File: src/rtl/jpeg_quant_pkg.sv
// Shared widths, types and the default luminance reciprocal table for jpeg_quantizer.
// Table entries are round(2^16/Q) for the quality-50 luminance table, listed in zigzag order.
package jpeg_quant_pkg;

    localparam int COEF_W  = 12;
    localparam int OUT_W   = 11;
    localparam int RECIP_W = 17;
    localparam int PROD_W  = 28;
    localparam int IDX_W   = 6;

    typedef logic signed [COEF_W-1:0]  coef_t;
    typedef logic signed [OUT_W-1:0]   qcoef_t;
    typedef logic        [RECIP_W-1:0] recip_t;
    typedef logic        [PROD_W-1:0]  prod_t;
    typedef logic        [IDX_W-1:0]   idx_t;

    localparam qcoef_t QMAX = qcoef_t'(1023);
    localparam qcoef_t QMIN = qcoef_t'(-1024);

    localparam recip_t DEFAULT_RECIP [64] = '{
        17'd4096, 17'd5958, 17'd5461, 17'd4681, 17'd5461, 17'd6554, 17'd4096, 17'd4681,
        17'd5041, 17'd4681, 17'd3641, 17'd3855, 17'd4096, 17'd3449, 17'd2731, 17'd1638,
        17'd2521, 17'd2731, 17'd2979, 17'd2979, 17'd2731, 17'd1337, 17'd1872, 17'd1771,
        17'd2260, 17'd1638, 17'd1130, 17'd1285, 17'd1074, 17'd1092, 17'd1150, 17'd1285,
        17'd1170, 17'd1192, 17'd1024, 17'd910,  17'd712,  17'd840,  17'd1024, 17'd964,
        17'd753,  17'd950,  17'd1192, 17'd1170, 17'd819,  17'd601,  17'd809,  17'd753,
        17'd690,  17'd669,  17'd636,  17'd630,  17'd636,  17'd1057, 17'd851,  17'd580,
        17'd542,  17'd585,  17'd655,  17'd546,  17'd712,  17'd649,  17'd636,  17'd662
    };

endpackage

File: src/rtl/jpeg_quant_mulrnd.sv
// Stages S1-S2 of the quantizer: magnitude x reciprocal, round half away from zero,
// reapply sign and saturate. Both stages advance only when en is high.
module jpeg_quant_mulrnd
    import jpeg_quant_pkg::*;
(
    input  logic                      clk,
    input  logic                      rst,
    input  logic                      en,
    input  logic                      in_valid,
    input  logic signed [COEF_W-1:0]  in_coef,
    input  logic [RECIP_W-1:0]        in_recip,
    input  logic [IDX_W-1:0]          in_idx,
    output logic                      out_valid,
    output logic signed [OUT_W-1:0]   out_coef,
    output logic [IDX_W-1:0]          out_idx
);

    logic          s1_valid;
    prod_t         s1_prod;
    logic          s1_neg;
    idx_t          s1_idx;
    logic [11:0]   abs_coef;
    logic [11:0]   mag;
    qcoef_t        sat_coef;

    // -(-2048) wraps to 12'h800, which read as unsigned is the correct magnitude.
    assign abs_coef = in_coef[COEF_W-1] ? 12'(-in_coef) : 12'(in_coef);

    always_ff @(posedge clk) begin
        if (rst) begin
            s1_valid <= 1'b0;
        end else if (en) begin
            s1_valid <= in_valid;
        end
    end

    // NOTE: datapath registers skip reset; the valid bit alone says whether they mean anything.
    always_ff @(posedge clk) begin
        if (en) begin
            s1_prod <= PROD_W'(abs_coef) * PROD_W'(in_recip);
            s1_neg  <= in_coef[COEF_W-1];
            s1_idx  <= in_idx;
        end
    end

    assign mag = 12'((s1_prod + prod_t'(32768)) >> 16);

    // NOTE: give every always_comb output a default first so no path can infer a latch.
    always_comb begin
        sat_coef = '0;
        if (s1_neg) begin
            sat_coef = (mag > 12'd1024) ? QMIN : qcoef_t'(-mag);
        end else begin
            sat_coef = (mag > 12'd1023) ? QMAX : qcoef_t'(mag);
        end
    end

    // NOTE: sequential state uses non-blocking assignment so every stage samples pre-edge values.
    always_ff @(posedge clk) begin
        if (rst) begin
            out_valid <= 1'b0;
            out_coef  <= '0;
            out_idx   <= '0;
        end else if (en) begin
            out_valid <= s1_valid;
            out_coef  <= sat_coef;
            out_idx   <= s1_idx;
        end
    end

endmodule

File: src/rtl/jpeg_quantizer.sv
// JPEG coefficient quantizer: handshake, zigzag index counter, reciprocal table and S0.
// Define QTABLE_LOAD_EN to get a writable table (qt_* ports); otherwise the table is a ROM.
module jpeg_quantizer
    import jpeg_quant_pkg::*;
(
    input  logic                      clk,
    input  logic                      rst,
    input  logic                      in_valid,
    output logic                      in_ready,
    input  logic signed [COEF_W-1:0]  in_coef,
    output logic                      out_valid,
    input  logic                      out_ready,
    output logic signed [OUT_W-1:0]   out_coef,
    output logic [IDX_W-1:0]          out_idx,
    output logic                      out_eob
`ifdef QTABLE_LOAD_EN
    ,
    input  logic                      qt_we,
    input  logic [IDX_W-1:0]          qt_addr,
    input  logic [RECIP_W-1:0]        qt_data
`endif
);

    logic   adv;
    idx_t   idx_cnt;
    logic   s0_valid;
    coef_t  s0_coef;
    idx_t   s0_idx;
    recip_t s0_recip;

    // The whole pipeline moves together whenever the output slot is free or being drained.
    assign adv      = !out_valid || out_ready;
    assign in_ready = adv;
    assign out_eob  = out_valid && (out_idx == idx_t'(63));

    always_ff @(posedge clk) begin
        if (rst) begin
            idx_cnt  <= '0;
            s0_valid <= 1'b0;
        end else if (adv) begin
            s0_valid <= in_valid;
            if (in_valid) begin
                idx_cnt <= idx_cnt + idx_t'(1);
            end
        end
    end

    always_ff @(posedge clk) begin
        if (adv && in_valid) begin
            s0_coef <= in_coef;
            s0_idx  <= idx_cnt;
        end
    end

`ifdef QTABLE_LOAD_EN
    recip_t qtable [64];

    // A write lands at the edge, so a same-cycle S0 read of that entry still sees the old value.
    always_ff @(posedge clk) begin
        if (rst) begin
            for (int i = 0; i < 64; i++) begin
                qtable[i] <= DEFAULT_RECIP[i];
            end
        end else if (qt_we) begin
            qtable[qt_addr] <= qt_data;
        end
    end

    assign s0_recip = qtable[s0_idx];
`else
    assign s0_recip = DEFAULT_RECIP[s0_idx];
`endif

    jpeg_quant_mulrnd u_mulrnd (
        .clk       (clk),
        .rst       (rst),
        .en        (adv),
        .in_valid  (s0_valid),
        .in_coef   (s0_coef),
        .in_recip  (s0_recip),
        .in_idx    (s0_idx),
        .out_valid (out_valid),
        .out_coef  (out_coef),
        .out_idx   (out_idx)
    );

endmodule
File: config.mk
export PLATFORM = sky130hd
export DESIGN_NAME = jpeg_quantizer
export DESIGN_NICKNAME = d
export VERILOG_FILES = /design/src/rtl/jpeg_quant_pkg.sv /design/src/rtl/jpeg_quant_mulrnd.sv /design/src/rtl/jpeg_quantizer.sv
export SDC_FILE = /design/constraint.sdc
export NUM_CORES = 1
export LEC_CHECK = 0
export CORE_MARGIN = 5
export CORE_UTILIZATION = 40
export CTS_CLUSTER_DIAMETER = 30
export DETAILED_ROUTE_END_ITERATION = 7
export HOLD_SLACK_MARGIN = 0.03
export PLACE_DENSITY = 0.56
export SETUP_SLACK_MARGIN = 0.5
export SLEW_MARGIN = 20
export SYNTH_ARGS = -nofsm -noshare
export SYNTH_HDL_FRONTEND = slang
export SYNTH_SLANG_ARGS = --single-unit
File: constraint.sdc
create_clock -name clk -period 13.95 [get_ports clk]
set_input_delay 2.0925 -clock clk [delete_from_list [all_inputs] [get_ports clk]]
set_output_delay 2.0925 -clock clk [all_outputs]
set_load 0.01 [all_outputs]
# Word level (Yosys, flattened, before mapping)
# Memory sizes are Yosys's and may differ from the RTL's.
# Index checks and enable logic that the tools add are counted.
[classes]
order_cmp = 3
eq_ne = 1
n_bitwise = 1
n_mux = 6
mul = 1
addsub = 4
reduce_logical = 5
n_div = 0
shift = 0
[ops]
columns = ["op", "n"]
rows = [
  ["2-to-1 mux 17 bit", 2],
  ["2-to-1 mux 11 bit", 3],
  ["adder 28 x 16 -> 28 bit (second input constant)", 1],
  ["multiplier 12 x 17 -> 28 bit", 1],
  ["greater-than comparator 12 x 10 -> 1 bit (second input constant)", 1],
  ["greater-than comparator 12 x 11 -> 1 bit (second input constant)", 1],
  ["2-to-1 mux 12 bit", 1],
  ["negator 12 bit", 1],
  ["negator 11 bit", 1],
  ["greater-or-equal comparator 7 bit (second input constant)", 1],
  ["inverter 6 -> 7 bit", 1],
  ["adder 6 x 1 -> 6 bit (second input constant)", 1],
  ["equality test 6 bit (second input constant)", 1],
  ["logical AND 1 bit", 2],
  ["AND reduction 2 bit", 1],
  ["zero test 1 bit", 1],
  ["logical OR 1 bit", 1],
]
[totals]
memories = 1
ramBits = 0
mem_bits_ro = 1088
latch_bits = 0
output_inout_bits = 20
regBits = 79
input_bits = 16
[memory_table]
columns = ["memory", "words", "width", "rd", "rd_ports_with_merged_regs", "wr", "line", "text"]
rows = [
  ["(no name shown)", 64, 17, 1, 0, 0, "jpeg_quantizer.sv:71", "assign s0_recip = DEFAULT_RECIP[s0_idx];"],
]

# Depth between registers and ports, before layout
[depth]
ltp_word = 5
depth_mapped = 30
depth_no_buf = 29

# Hierarchy
# A second synthesis with hierarchy kept.
[unflattened]
cells_unflattened = 1240
area_unflattened_um2 = 10860.4
[by_module_without_submodules]
columns = ["module", "instances", "cells_per_inst", "area_per_inst_um2", "seq_area_each_um2"]
rows = [
  ["jpeg_quant_mulrnd", 1, 999, 8773.4, 980.9],
  ["jpeg_quantizer", 1, 241, 2087.0, 680.7],
]

# Worst setup path after synthesis
# Ideal clock, no wire load.
[synth_path]
path_type = "reg-to-reg"
from = "register s0_idx[1]"
to = "register u_mulrnd.s1_prod[24], data pin"
slack_ns = 7.029
arrival_ns = 6.651
t_required_ns = 13.680
stages_incl_launch_ff = 28
path_cell_list = "edfxtp_1 -> clkbuf_1 -> inv_1 -> ha_1 -> nor2b_1 -> o21ai_1 -> and3_1 -> a21boi_0 -> a311oi_1 -> clkbuf_1 -> and2_1 -> fa_1 -> fa_1 -> fa_1 -> fa_1 -> inv_1 -> fa_1 -> inv_1 -> ha_1 -> a21o_1 -> a21o_1 -> a21o_1 -> a21o_1 -> a21o_1 -> or3_1 -> a21oi_2 -> o41ai_2 -> xor2_1"
[synth_between]
elab_chain_cells = 5
[synth_lines]
columns = ["item", "line", "text"]
rows = [
  ["start, declared", "jpeg_quantizer.sv:28", "idx_t s0_idx;"],
  ["start signal, assigned", "jpeg_quantizer.sv:51", "s0_idx <= idx_cnt;"],
  ["inverter 6 -> 7 bit (implied by the code)", "jpeg_quantizer.sv:71", ""],
  ["memory (64 x 17 bit)", "n/a", ""],
  ["2-to-1 mux 17 bit (implied by the code) (2 in a row)", "jpeg_quantizer.sv:71", ""],
  ["multiplier 12 x 17 -> 28 bit", "jpeg_quant_mulrnd.sv:40", "s1_prod <= PROD_W'(abs_coef) * PROD_W'(in_recip);"],
  ["end signal, assigned", "jpeg_quant_mulrnd.sv:40", ""],
  ["end, declared", "jpeg_quant_mulrnd.sv:19", "prod_t s1_prod;"],
]
# No other way between the ends. The select of a mux whose other input is x is not followed.
# A chain may end at the register's enable or synchronous reset.

# Final worst setup path
[layout_path]
from = "register s0_idx[0]"
to = "register u_mulrnd.s1_prod[26], data pin"
# Same word-level chain as after synthesis.

==> key figures <==
Routing
  – Vias: about 7000
  – DRC: 0
  – Routed WL: 22500 um
  – Total iterations of the first detailed-routing run: 5
  – Post-route antenna net violation count: 0
  – Starting DRT DRC Count: 386
  – WL/cell: 17.0 um
  – Vias per cell: about 5.3

CTS
  – Post-CTS Resized: 0
  – Htree depth: 3
  – Post-CTS Setup Inserts: 0
  – Sink Count: 63
  – Clock Tree Buf Depth: 2
  – # hold bufs at CTS: 0
  – Cts bufs inserted: 9
  – Root Driver: clkbuf_16
  – CTS tree: built
  – Worst-path clk slew: 0.06 ns
  – Clock Latency Late Sink: 0.33 ns

STA
  – Period utilization: 53.7%
  – Final min period: 7.50 ns
  – Setup TNS: 0 ns
  – Clock skew: 0.00873 ns
  – RSZ-0062 raised after global routing: false
  – Actual slew at the worst max-slew pin: 1.06 ns
  – Number of setup violations in the final report: 0
  – Setup WS post-layout: approximately 6.5 ns
  – Slew Viols, Final: 0
  – Slew margin rel.: 29.6%
  – Hold Vio Cnt, Final: 0
  – Peak Freq: approximately 130 MHz

Yosys
  – Seq/Total Area, Yosys: 18.3%
  – Synth async-reset ratio: 0%
  – EDFF count, synth: 37
  – Yosys top cell area share: 24.7%
  – Prevailing post-synth register cell: edfxtp_1
  – Most common cell in the netlist: nand2_1
  – Register bit total from synthesis: 63
  – Post-Syn Area per Cell: approximately 8.6 um2
  – Top cells by count, synth: 153 x nand2_1, 135 x inv_1, 110 x fa_1, 81 x nor2_1, 77 x ha_1
  – Ys Warns: 0
  – Biggest area consumer among synthesized cells: fa_1
  – Synth area leaders: fa_1 25%, edfxtp_1 12%, ha_1 11%
  – Cell count after synthesis: 1035
  – Synthesized cell area: around 9000 um2
  – Number of library cell types mapped by synthesis: around 70
  – Syn_nets: 1238

Power
  – Leakage Power: 4.53 nW
  – Pwr/cell area: 213 nW/um2
  – Peak supply drop: 0.115 mV

Floorplanning
  – Die Width: 159 um
  – Core area: 21900 um2
  – Die area: 25300 um2
  – Initial core utilization: 40.7%
  – Num ports: 36
  – Die Ht: 159 um
  – Row cnt: 54

Global routing
  – Vias in the first global route: 7031
  – Total GRT Usage: 17.9%
  – Initial antenna violation count: 0
  – GRT overflow: 0
  – Pin count of the biggest net entering global routing: 67
  – First-pass GRT wire length: 37300 um

Place
  – Cells after DPL: around 1300
  – DP Wirelength: 17600 um
  – Setup WS pre-CTS: between 6 and 7 ns
  – Routability cong.: 0.922
  – Number of port buffers: 35

Critical path
  – Crit. Startpoint: s0_idx[0]$_DFFE_PP_
  – Arr. time, crit path: approximately 7.6 ns
  – Critical path launch point type: flop
  – Critical Path Sink Type: flop
  – Max FO, Critical Path: 15
  – Worst r2r src: s0_idx[0]$_DFFE_PP_
  – Crit path required time: 14.03 ns
  – Crit path kind: reg2reg

Finish
  – Total Nets Final: about 1200
  – Fillers: 2179
  – Area delta synth->final: 10.6%
  – Non-filler cells in the finished layout: 1329
  – Antenna cell count: 0
  – Layout cells sized above 1: between 5 and 6%

Worst hold path
  – Hold_sp: idx_cnt[5]$_SDFFE_PP0P_
  – Hold Path Class: reg2reg

Outcome
  – Outcome: finished, final reports clean

Run
  – Number of max-cap violations: 0
[per-layer routing]
metal  part of all wire [%]  wire, um  up-vias  GRT usage (%)
met4                    1.7       377        0           4.46
met2                     46     10400      155           28.3
met5                      0         0        -              0
met3                    4.1       930       26           2.23
met1                     48     10800     3388           26.1
li1                       -         -     3412              -
[cell usage in the layout (no fill, tap or decap), types with 4 or more instances in the layout]
| master | n |
|---|---|
| a211oi_1 | 10 |
| a21o_1 | 12 |
| a21oi_1 | 54 |
| a221oi_1 | 4 |
| a311oi_1 | 6 |
| and2_1 | 28 |
| and3_1 | 10 |
| buf_4 | 14 |
| clkbuf_16 | 10 |
| clkdlybuf4s50_1 | 35 |
| dfxtp_1 | 26 |
| edfxtp_1 | 37 |
| fa_1 | 110 |
| ha_1 | 77 |
| inv_1 | 135 |
| mux2i_1 | 5 |
| nand2_1 | 153 |
| nand2b_1 | 20 |
| nand3_1 | 19 |
| nand3b_1 | 5 |
| nand4_1 | 7 |
| nor2_1 | 81 |
| nor2b_1 | 18 |
| nor3_1 | 6 |
| o211ai_1 | 11 |
| o21ai_0 | 41 |
| o21bai_1 | 5 |
| o31ai_1 | 4 |
| or2_2 | 7 |
| or3_1 | 7 |
| xnor2_1 | 20 |
| xor2_1 | 14 |
[critical path: stages, from the launching register on]
cell and delay [ns]:
edfxtp_1 0.61, inv_1 0.18, ha_1 0.41, nand2_1 0.25
nand2_1 0.08, o21ai_0 0.17, a21oi_1 0.09, o21ai_1 0.56
inv_1 0.19, nor2_1 0.19, fa_1 0.46, fa_1 0.48
fa_1 0.53, fa_1 0.54, inv_1 0.05, fa_1 0.52
inv_1 0.04, ha_1 0.31, a21o_1 0.18, a21o_1 0.17
a21oi_1 0.15, o21ai_0 0.11, a221oi_1 0.25, o41ai_1 0.12
a21oi_1 0.25, o21ai_0 0.17, a21o_1 0.20
[cell families after synthesis]
kind of cell	after synthesis	share of synthesized area (%)
AO/OA/AOI/OAI	180	13.3
adder cells (fa/ha/maj)	188	35.7
flip-flops	63	18.3
AND/OR/NAND/NOR	369	19.5
multiplexers	9	1.32
buffers and inverters	188	8.17
XOR/XNOR	38	3.74
[power breakdown]
part           internal (mW)  switching [mW]  total [mW]
clock network          0.151          0.0859       0.237
registers              0.264          0.0389       0.303
logic                  0.658           0.903        1.56
[registers in the layout, indices dropped and copies added (netlist names)]
| signal | flops |
|---|---|
| s0_coef | 12 |
| u_mulrnd.s1_prod | 12 |
| u_mulrnd.out_coef | 11 |
| idx_cnt | 6 |
| s0_idx | 6 |
| u_mulrnd.out_idx | 6 |
| u_mulrnd.s1_idx | 6 |
| s0_valid | 1 |
| u_mulrnd.out_valid | 1 |
| u_mulrnd.s1_neg | 1 |
| u_mulrnd.s1_valid | 1 |
[final cells by class]
| class | count | area, um2 | area share, % |
|---|---|---|---|
| clock inverter | 6 | 73.8 | 0.749 |
| multi-input combinational | 784 | 6570 | 66.7 |
| inverter | 137 | 514 | 5.22 |
| sequential | 63 | 1630 | 16.6 |
| timing repair buffer | 49 | 455 | 4.62 |
| clock buffer | 10 | 250 | 2.54 |
| tap | 280 | 350 | 3.56 |
[through the flow]
stage          hold slack (ns)  cell area, um2  utilization [%]  power [mW]
6_report                 0.453            9850             45.0        2.10
2_1_floorplan            0.417            8900                -        1.49
4_1_cts                  0.450            9840             45.0        2.14
3_5_place_dp             0.434            9520             43.5        1.88
3_3_place_gp             0.420            9520             43.5        1.88
5_1_grt                  0.464            9850             45.0        2.38
[worst paths after layout]
path                                                  endpoint  slack, ns  cells after the start
worst min register to register             s0_idx[5]$_DFFE_PP_       0.45                      0
worst max register to register  u_mulrnd.s1_prod[26]$_DFFE_PN_       6.45                     26
worst max-delay path            u_mulrnd.s1_prod[26]$_DFFE_PN_       6.45                     26
worst min-delay path                       s0_idx[5]$_DFFE_PP_       0.45                      0
No activity file was read; power rests on OpenSTA's default activity.
